`config.mk`:
```
export PLATFORM = sky130hd
export DESIGN_NAME = id_stage_pack
export DESIGN_NICKNAME = d
export VERILOG_FILES = /design/src/rtl/id_pkg.sv /design/src/rtl/regfile_2r1w.sv /design/src/rtl/id_stage_pack.sv
export SDC_FILE = /design/constraint.sdc
export NUM_CORES = 2
export LEC_CHECK = 0
export ABC_AREA = 1
export BUFFER_PORTS_ARGS = -buffer_cell sky130_fd_sc_hd__buf_2
export CAP_MARGIN = 20
export CELL_PAD_IN_SITES_DETAIL_PLACEMENT = 1
export CELL_PAD_IN_SITES_GLOBAL_PLACEMENT = 2
export CORE_MARGIN = 2
export CORE_UTILIZATION = 38
export DETAILED_ROUTE_END_ITERATION = 7
export PLACE_DENSITY = 0.91
export SLEW_MARGIN = 20
export SYNTH_ARGS = -nofsm -noshare
export SYNTH_HDL_FRONTEND = slang
export SYNTH_SLANG_ARGS = --single-unit
```
`constraint.sdc`:
```
create_clock -name clk -period 69 [get_ports clk]
set_input_delay 3.45 -clock clk [delete_from_list [all_inputs] [get_ports clk]]
set_output_delay 3.45 -clock clk [all_outputs]
set_load 0.02 [all_outputs]
```
`src/rtl/id_pkg.sv`:
```
// Shared definitions for the decode stage and its downstream consumers.
// Contents: opcode constants, register-index width, the bit positions of
// the 152-bit idEx bundle, the control-field struct and the opcode decoder.
package id_pkg;

   localparam int REG_AW   = 5;
   localparam int BUNDLE_W = 152;

   localparam logic [5:0] OP_R    = 6'h00;
   localparam logic [5:0] OP_LW   = 6'h23;
   localparam logic [5:0] OP_SW   = 6'h2B;
   localparam logic [5:0] OP_BEQ  = 6'h04;
   localparam logic [5:0] OP_ADDI = 6'h08;

   // idEx bundle layout, used by ID, the ID/EX register and EX.
   localparam int RS_MSB      = 151;
   localparam int RS_LSB      = 147;
   localparam int PCINC_MSB   = 146;
   localparam int PCINC_LSB   = 115;
   localparam int RD1_MSB     = 114;
   localparam int RD1_LSB     = 83;
   localparam int RD2_MSB     = 82;
   localparam int RD2_LSB     = 51;
   localparam int IMM_MSB     = 50;
   localparam int IMM_LSB     = 19;
   localparam int RD_MSB      = 18;
   localparam int RD_LSB      = 14;
   localparam int RT_MSB      = 13;
   localparam int RT_LSB      = 9;
   localparam int CTRL_MSB    = 8;
   localparam int CTRL_LSB    = 0;
   localparam int MEMREAD_BIT = 5;

   // Field order matches bundle bits [8:0], MSB first.
   typedef struct packed {
      logic       reg_write;
      logic       mem_to_reg;
      logic       branch;
      logic       mem_read;
      logic       mem_write;
      logic       reg_dst;
      logic [1:0] alu_op;
      logic       alu_src;
   } ctrl_t;

   function automatic ctrl_t decode_ctrl(input logic [5:0] opcode);
      ctrl_t c;
      c = '0;
      case (opcode)
         OP_R: begin
            c.reg_write = 1'b1;
            c.reg_dst   = 1'b1;
            c.alu_op    = 2'b10;
         end
         OP_LW: begin
            c.reg_write  = 1'b1;
            c.mem_to_reg = 1'b1;
            c.mem_read   = 1'b1;
            c.alu_src    = 1'b1;
         end
         OP_SW: begin
            c.mem_write = 1'b1;
            c.alu_src   = 1'b1;
         end
         OP_BEQ: begin
            c.branch = 1'b1;
            c.alu_op = 2'b01;
         end
         OP_ADDI: begin
            c.reg_write = 1'b1;
            c.alu_src   = 1'b1;
         end
         default: c = '0;
      endcase
      return c;
   endfunction

   // Opcodes whose rt field is a source operand (not a load/immediate target).
   function automatic logic reads_rt(input logic [5:0] opcode);
      return (opcode == OP_R) || (opcode == OP_SW) || (opcode == OP_BEQ);
   endfunction

endpackage

```
`src/rtl/regfile_2r1w.sv`:
```
// Register file: two asynchronous read ports, one synchronous write port.
// Entry 0 is hard-wired to zero and never stored. A read that matches the
// address being written this cycle returns the write data (bypass), so WB
// results are visible to ID in the same cycle.
// Ports:
//   clk, rst      clock, asynchronous active-high reset (clears all entries)
//   ra1, ra2      read addresses
//   rd1, rd2      read data
//   we, wa, wd    write enable, write address, write data
module regfile_2r1w #(
   parameter int NREGS = 32,
   parameter int DW    = 32,
   parameter int AW    = $clog2(NREGS)
) (
   input  logic          clk,
   input  logic          rst,
   input  logic [AW-1:0] ra1,
   input  logic [AW-1:0] ra2,
   output logic [DW-1:0] rd1,
   output logic [DW-1:0] rd2,
   input  logic          we,
   input  logic [AW-1:0] wa,
   input  logic [DW-1:0] wd
);

   logic [DW-1:0] mem [1:NREGS-1];

   always_ff @(posedge clk or posedge rst) begin
      if (rst) begin
         for (int i = 1; i < NREGS; i++) begin
            mem[i] <= '0;
         end
      end else if (we && (wa != '0)) begin
         mem[wa] <= wd;
      end
   end

   function automatic logic [DW-1:0] read_port(input logic [AW-1:0] ra);
      logic [DW-1:0] v;
      v = '0;
      if (ra != '0) begin
         if (we && (wa == ra)) v = wd;
         else                  v = mem[ra];
      end
      return v;
   endfunction

   assign rd1 = read_port(ra1);
   assign rd2 = read_port(ra2);

endmodule

```
`src/rtl/id_stage_pack.sv`:
```
// Decode stage: reads the register file, decodes the IF/ID instruction into
// WB/MEM/EXE control bits and packs the 152-bit idEx bundle. A one-entry
// hazard tracker remembers whether the previously emitted bundle was a load
// and its rt; a dependent instruction stalls for one cycle as a bubble.
// Ports:
//   clk, rst                          clock, async active-high reset
//   ifid_instr, ifid_pcinc, ifid_valid  IF/ID register contents
//   flush                             squash the current ID instruction
//   wb_regwrite, wb_rd, wb_data       register-file write port from WB
//   idEx                              bundle to ID/EX (combinational)
//   stall                             hold PC and IF/ID this cycle
module id_stage_pack
   import id_pkg::*;
#(
   parameter int NREGS = 32,
   parameter int DW    = 32
) (
   input  logic                clk,
   input  logic                rst,
   input  logic [31:0]         ifid_instr,
   input  logic [DW-1:0]       ifid_pcinc,
   input  logic                ifid_valid,
   input  logic                flush,
   input  logic                wb_regwrite,
   input  logic [REG_AW-1:0]   wb_rd,
   input  logic [DW-1:0]       wb_data,
   output logic [BUNDLE_W-1:0] idEx,
   output logic                stall
);

   logic [5:0]        opcode;
   logic [REG_AW-1:0] rs;
   logic [REG_AW-1:0] rt;
   logic [REG_AW-1:0] rd;
   logic [DW-1:0]     read1;
   logic [DW-1:0]     read2;
   logic [DW-1:0]     sext;
   ctrl_t             ctrl;
   logic              bubble;
   logic              prev_memread;
   logic [REG_AW-1:0] prev_rt;

   assign opcode = ifid_instr[31:26];
   assign rs     = ifid_instr[25:21];
   assign rt     = ifid_instr[20:16];
   assign rd     = ifid_instr[15:11];
   assign sext   = {{(DW-16){ifid_instr[15]}}, ifid_instr[15:0]};
   assign ctrl   = decode_ctrl(opcode);

   regfile_2r1w #(
      .NREGS (NREGS),
      .DW    (DW),
      .AW    (REG_AW)
   ) u_regfile (
      .clk (clk),
      .rst (rst),
      .ra1 (rs),
      .ra2 (rt),
      .rd1 (read1),
      .rd2 (read2),
      .we  (wb_regwrite),
      .wa  (wb_rd),
      .wd  (wb_data)
   );

   // r0 is never a real load target, so a load into r0 cannot create a hazard.
   assign stall = ifid_valid && !flush && prev_memread && (prev_rt != '0) &&
                  ((prev_rt == rs) || ((prev_rt == rt) && reads_rt(opcode)));

   assign bubble = flush || stall || !ifid_valid;

   always_comb begin
      idEx                      = '0;
      idEx[RS_MSB:RS_LSB]       = rs;
      idEx[PCINC_MSB:PCINC_LSB] = ifid_pcinc;
      idEx[RD1_MSB:RD1_LSB]     = read1;
      idEx[RD2_MSB:RD2_LSB]     = read2;
      idEx[IMM_MSB:IMM_LSB]     = sext;
      idEx[RD_MSB:RD_LSB]       = rd;
      idEx[RT_MSB:RT_LSB]       = rt;
      idEx[CTRL_MSB:CTRL_LSB]   = bubble ? '0 : ctrl;
   end

   // Tracking the emitted bundle (not the raw decode) means a bubble clears
   // the load flag, so each load-use pair costs exactly one stall cycle.
   always_ff @(posedge clk or posedge rst) begin
      if (rst) begin
         prev_memread <= 1'b0;
         prev_rt      <= '0;
      end else begin
         prev_memread <= idEx[MEMREAD_BIT];
         prev_rt      <= idEx[RT_MSB:RT_LSB];
      end
   end

endmodule

```
==> metrics.txt <==
# TYPE chip_impl_metric gauge
chip_impl_metric{name="final_layout_size_suffix_gt1_frac",unit=""} 0.0616
chip_impl_metric{name="first_pass_iters",unit=""} 5
chip_impl_metric{name="syn-mean-instance-area",unit="um2"} 6.51
chip_impl_metric{name="filler_cell_count",unit=""} 20000
chip_impl_metric{name="synth_area_in_adders",unit=""} 0
chip_impl_metric{name="drv.max_cap_violation_count",unit=""} 0
chip_impl_metric{name="timing_worst_slew_pin_value",unit="ns"} 1.18
chip_impl_metric{name="io_pins",unit=""} 259
chip_impl_metric{name="core_region_area",unit="mm2"} 0.154
chip_impl_metric{name="floorplan.die_area",unit="mm2"} 0.158
chip_impl_info{name="cts-root-buf",value="clkbuf_16"} 1
chip_impl_metric{name="relSlewSlack",unit=""} 0.213
chip_impl_metric{name="rrSetupSlack",unit="ns"} 67.68
chip_impl_info{name="criticalPathCategory",value="input pin to primary output"} 1
chip_impl_metric{name="viasPerCell",unit=""} 5.78
chip_impl_metric{name="totalNegativeSetupSlack",unit="ns"} 0
chip_impl_metric{name="seq_power_share",unit=""} 0.417
chip_impl_metric{name="synth_compound_area_frac",unit=""} 0.111
chip_impl_metric{name="cts.reportedPaths.clkPinSlew",unit="ns"} 0.05
chip_impl_metric{name="clock_sink_count",unit=""} 998
chip_impl_metric{name="detail_route.wl_per_cell",unit="um"} 25.2
chip_impl_metric{name="grt_first_pass_wirelength",unit="um"} 406000
chip_impl_metric{name="worstPathMaxFanout",unit=""} 78
chip_impl_metric{name="die_h",unit="um"} 398
chip_impl_metric{name="leakage_power",unit="uW"} 0.0318
chip_impl_metric{name="post-dp-hpwl",unit="um"} 152000
chip_impl_info{name="cp-end-kind",value="primary output"} 1
chip_impl_metric{name="port-buffer-count",unit=""} 141
chip_impl_metric{name="period_share",unit=""} 0.158
chip_impl_metric{name="proportion_of_power_drawn_by_the_clock_network",unit=""} 0.367
chip_impl_metric{name="layout_min_cycle_time",unit="ns"} 10.90
chip_impl_metric{name="detail-route-antenna-nets",unit=""} 0
chip_impl_metric{name="antenna_found_initial",unit=""} 29
chip_impl_metric{name="dieWidth",unit="um"} 398
chip_impl_metric{name="num_vias",unit=""} 62300
chip_impl_metric{name="drt_iter0_markers",unit=""} 6878
chip_impl_metric{name="h-tree-depth",unit=""} 3
chip_impl_metric{name="worst-endpoint-required",unit="ns"} 65.55
chip_impl_metric{name="synth-warning-count",unit=""} 0
chip_impl_info{name="layout_commonest_cell",value="nand2_1"} 1
chip_impl_info{name="synth_top_family_by_area",value="simple AND/OR/NAND/NOR gates"} 1
chip_impl_metric{name="post-route-worst-setup-slack",unit="ns"} 58.10
chip_impl_metric{name="finalSetupViolCount",unit=""} 0
chip_impl_metric{name="switchingPower",unit="uW"} 625
chip_impl_metric{name="syn_nets",unit=""} 9150
chip_impl_metric{name="remaining_drc_errors",unit=""} 0
chip_impl_info{name="cp-start-kind",value="input pin"} 1
chip_impl_info{name="run_status",value="completed"} 1
chip_impl_info{name="rsz0062_at_grt",value="false"} 1
chip_impl_metric{name="yosys.cell_types.count",unit=""} 25
chip_impl_metric{name="holdBufCountCts",unit=""} 0
chip_impl_metric{name="clock_tree_buffer_depth",unit=""} 3
chip_impl_metric{name="post_cts_resize_count",unit=""} 0
chip_impl_metric{name="hold_violations",unit=""} 0
chip_impl_metric{name="flow.area_growth_from_synthesis",unit="%"} 9.00
chip_impl_metric{name="synth_seq_area_share",unit=""} 0.424
chip_impl_metric{name="clock_network_latency_to_the_later_pin_of_the_worst_skew_pair",unit="ns"} 0.74
chip_impl_metric{name="power.density_cell_area",unit="mW/mm2"} 28.9
chip_impl_metric{name="final_max_slew_viol_count",unit=""} 0
chip_impl_metric{name="grt_start_max_net_pins",unit=""} 147
chip_impl_metric{name="cts_inserted_buffers",unit=""} 120
chip_impl_metric{name="power_switching_share",unit=""} 0.337
chip_impl_metric{name="synth_seq_cells",unit=""} 998
chip_impl_metric{name="nets",unit=""} 8739
chip_impl_metric{name="cell_internal_pwr",unit="uW"} 1230
chip_impl_metric{name="yosys.area_share.simple",unit=""} 0.361
chip_impl_metric{name="detailedPlace.worstSlack",unit="ns"} 58.23
chip_impl_metric{name="placement_rows",unit=""} 144
chip_impl_metric{name="drt-total-wl",unit="um"} 272000
chip_impl_info{name="holdCritPathClass",value="flip-flop to flip-flop"} 1
chip_impl_metric{name="combPwrFrac",unit=""} 0.216
chip_impl_metric{name="cts_setup_buffers",unit=""} 0
chip_impl_metric{name="number_of_global_route_vias_before_repair",unit=""} 63100
chip_impl_metric{name="grt_overflow_total",unit=""} 0
chip_impl_metric{name="syn_area",unit="mm2"} 0.0589
chip_impl_info{name="cts_tree",value="done"} 1
chip_impl_info{name="commonest_cells_after_routing_fill_and_taps_aside",value="3090 x nand2_1, 1199 x nand3_1, 998 x dfrtp_1"} 1
chip_impl_metric{name="initial_core_util",unit=""} 0.383
chip_impl_metric{name="ir_drop",unit="uV"} 23.2
chip_impl_metric{name="postSynthCellCount",unit=""} 9044
chip_impl_metric{name="synth.mux.area_fraction",unit=""} 0
chip_impl_metric{name="groute.usage.overall",unit=""} 0.340
chip_impl_metric{name="finClkSkew",unit="ns"} 0.00131
chip_impl_metric{name="critPathArrivalTime",unit="ns"} 7.45
chip_impl_metric{name="gp_congestion",unit=""} 0.835
chip_impl_metric{name="max_freq",unit="GHz"} 0.0918
chip_impl_metric{name="synthXorXnorAreaFrac",unit=""} 0.00134
==> registers in the layout, summed over array words and instances (netlist names) <==
signal	flops
prev_memread	1
prev_rt	5
u_regfile.mem	992
==> layout make-up <==
| cell class | count | area [um2] | share of cell area |
|---|---|---|---|
| sequential | 998 | 25000 | 0.389 |
| antenna | 10 | 25.0 | 0.000390 |
| clock inverter | 35 | 472 | 0.00735 |
| multi-input combinational | 6538 | 28000 | 0.437 |
| inverter | 714 | 2720 | 0.0424 |
| timing repair buffer | 261 | 1710 | 0.0266 |
| tap | 2044 | 2560 | 0.0399 |
| clock buffer | 188 | 3670 | 0.0572 |
==> power by group through the flow <==
stage                     logic [uW]  clock network [uW]  registers (uW)
final                            401                 679             773
after global routing             455                 706             786
after CTS                        397                 685             770
after detailed placement         394                   0             779
after global placement           378                   0             773
after floorplan                  288                   0             762
==> cells by family after synthesis <==
family / count (synthesis)
simple gates: 5227
buf+inv: 1508
compound gates: 1302
flops: 998
xor+xnor: 9
==> stage by stage <==
step / hold WS, ns / cells / cell area, um2 / utilization / total power [uW]
after floorplan: 0.453 / 9044 / 58900 / - / 1050
after global placement: 0.466 / 10600 / 60000 / 0.390 / 1150
after detailed placement: 0.473 / 10600 / 60000 / 0.390 / 1170
after CTS: 0.487 / 10800 / 64100 / 0.417 / 1850
after global routing: 0.500 / 10800 / 64100 / 0.417 / 1950
final: 0.483 / 10800 / 64200 / 0.417 / 1850
==> synth_stat cells <==
library cell / count / area [um2]
a21oi_1: 371 / 1860
a31o_2: 1 / 8.76
xnor2_1: 4 / 35.0
nand2_1: 3116 / 11700
dfrtp_1: 998 / 25000
inv_2: 10 / 37.5
nor2_2: 4 / 25.0
nor4_2: 2 / 25.0
buf_4: 81 / 608
nor3_2: 4 / 40.0
clkbuf_1: 569 / 2140
clkinv_1: 2 / 7.51
or2_2: 15 / 93.8
buf_1: 83 / 312
nand4_1: 1 / 6.26
o21ai_0: 877 / 4390
o21ai_1: 51 / 255
buf_2: 61 / 305
xor2_1: 5 / 43.8
inv_1: 702 / 2640
nor4_4: 1 / 21.3
nor2_1: 874 / 3280
o22ai_1: 2 / 12.5
nor3_1: 9 / 45.0
nand3_1: 1201 / 6010
==> critical path, stage by stage <==
cell and delay [ns]:
buf_8 0.14, buf_4 0.73, buf_4 0.85, buf_4 0.91, or2_2 0.24, nand3_1 0.06, nand2_1 0.10, nor2_1 0.05
nor2_1 0.12, nand2_1 0.10, nand3_1 0.10, nand2_1 0.15, inv_1 0.13, buf_2 0.18
==> routing by layer <==
layer | GRT usage | wire length, um
met1 | 0.464 | 116000
met2 | 0.526 | 118000
met3 | 0.0663 | 25200
met4 | 0.141 | 12600
met5 | 0 | 103
==> path summary, 6_finish.rpt <==
check                                          end               start  cells after the start
worst min register to register  u_regfile.mem[749]  u_regfile.mem[749]                      2
max in group asynchronous       u_regfile.mem[166]                 rst                      5
worst max-delay path                      idEx[55]      ifid_instr[16]                     14
min in group asynchronous       u_regfile.mem[851]                 rst                      2
worst max register to register        prev_memread          prev_rt[1]                      9
worst min-delay path            u_regfile.mem[749]  u_regfile.mem[749]                      2
No activity file was read; power rests on OpenSTA's default activity.
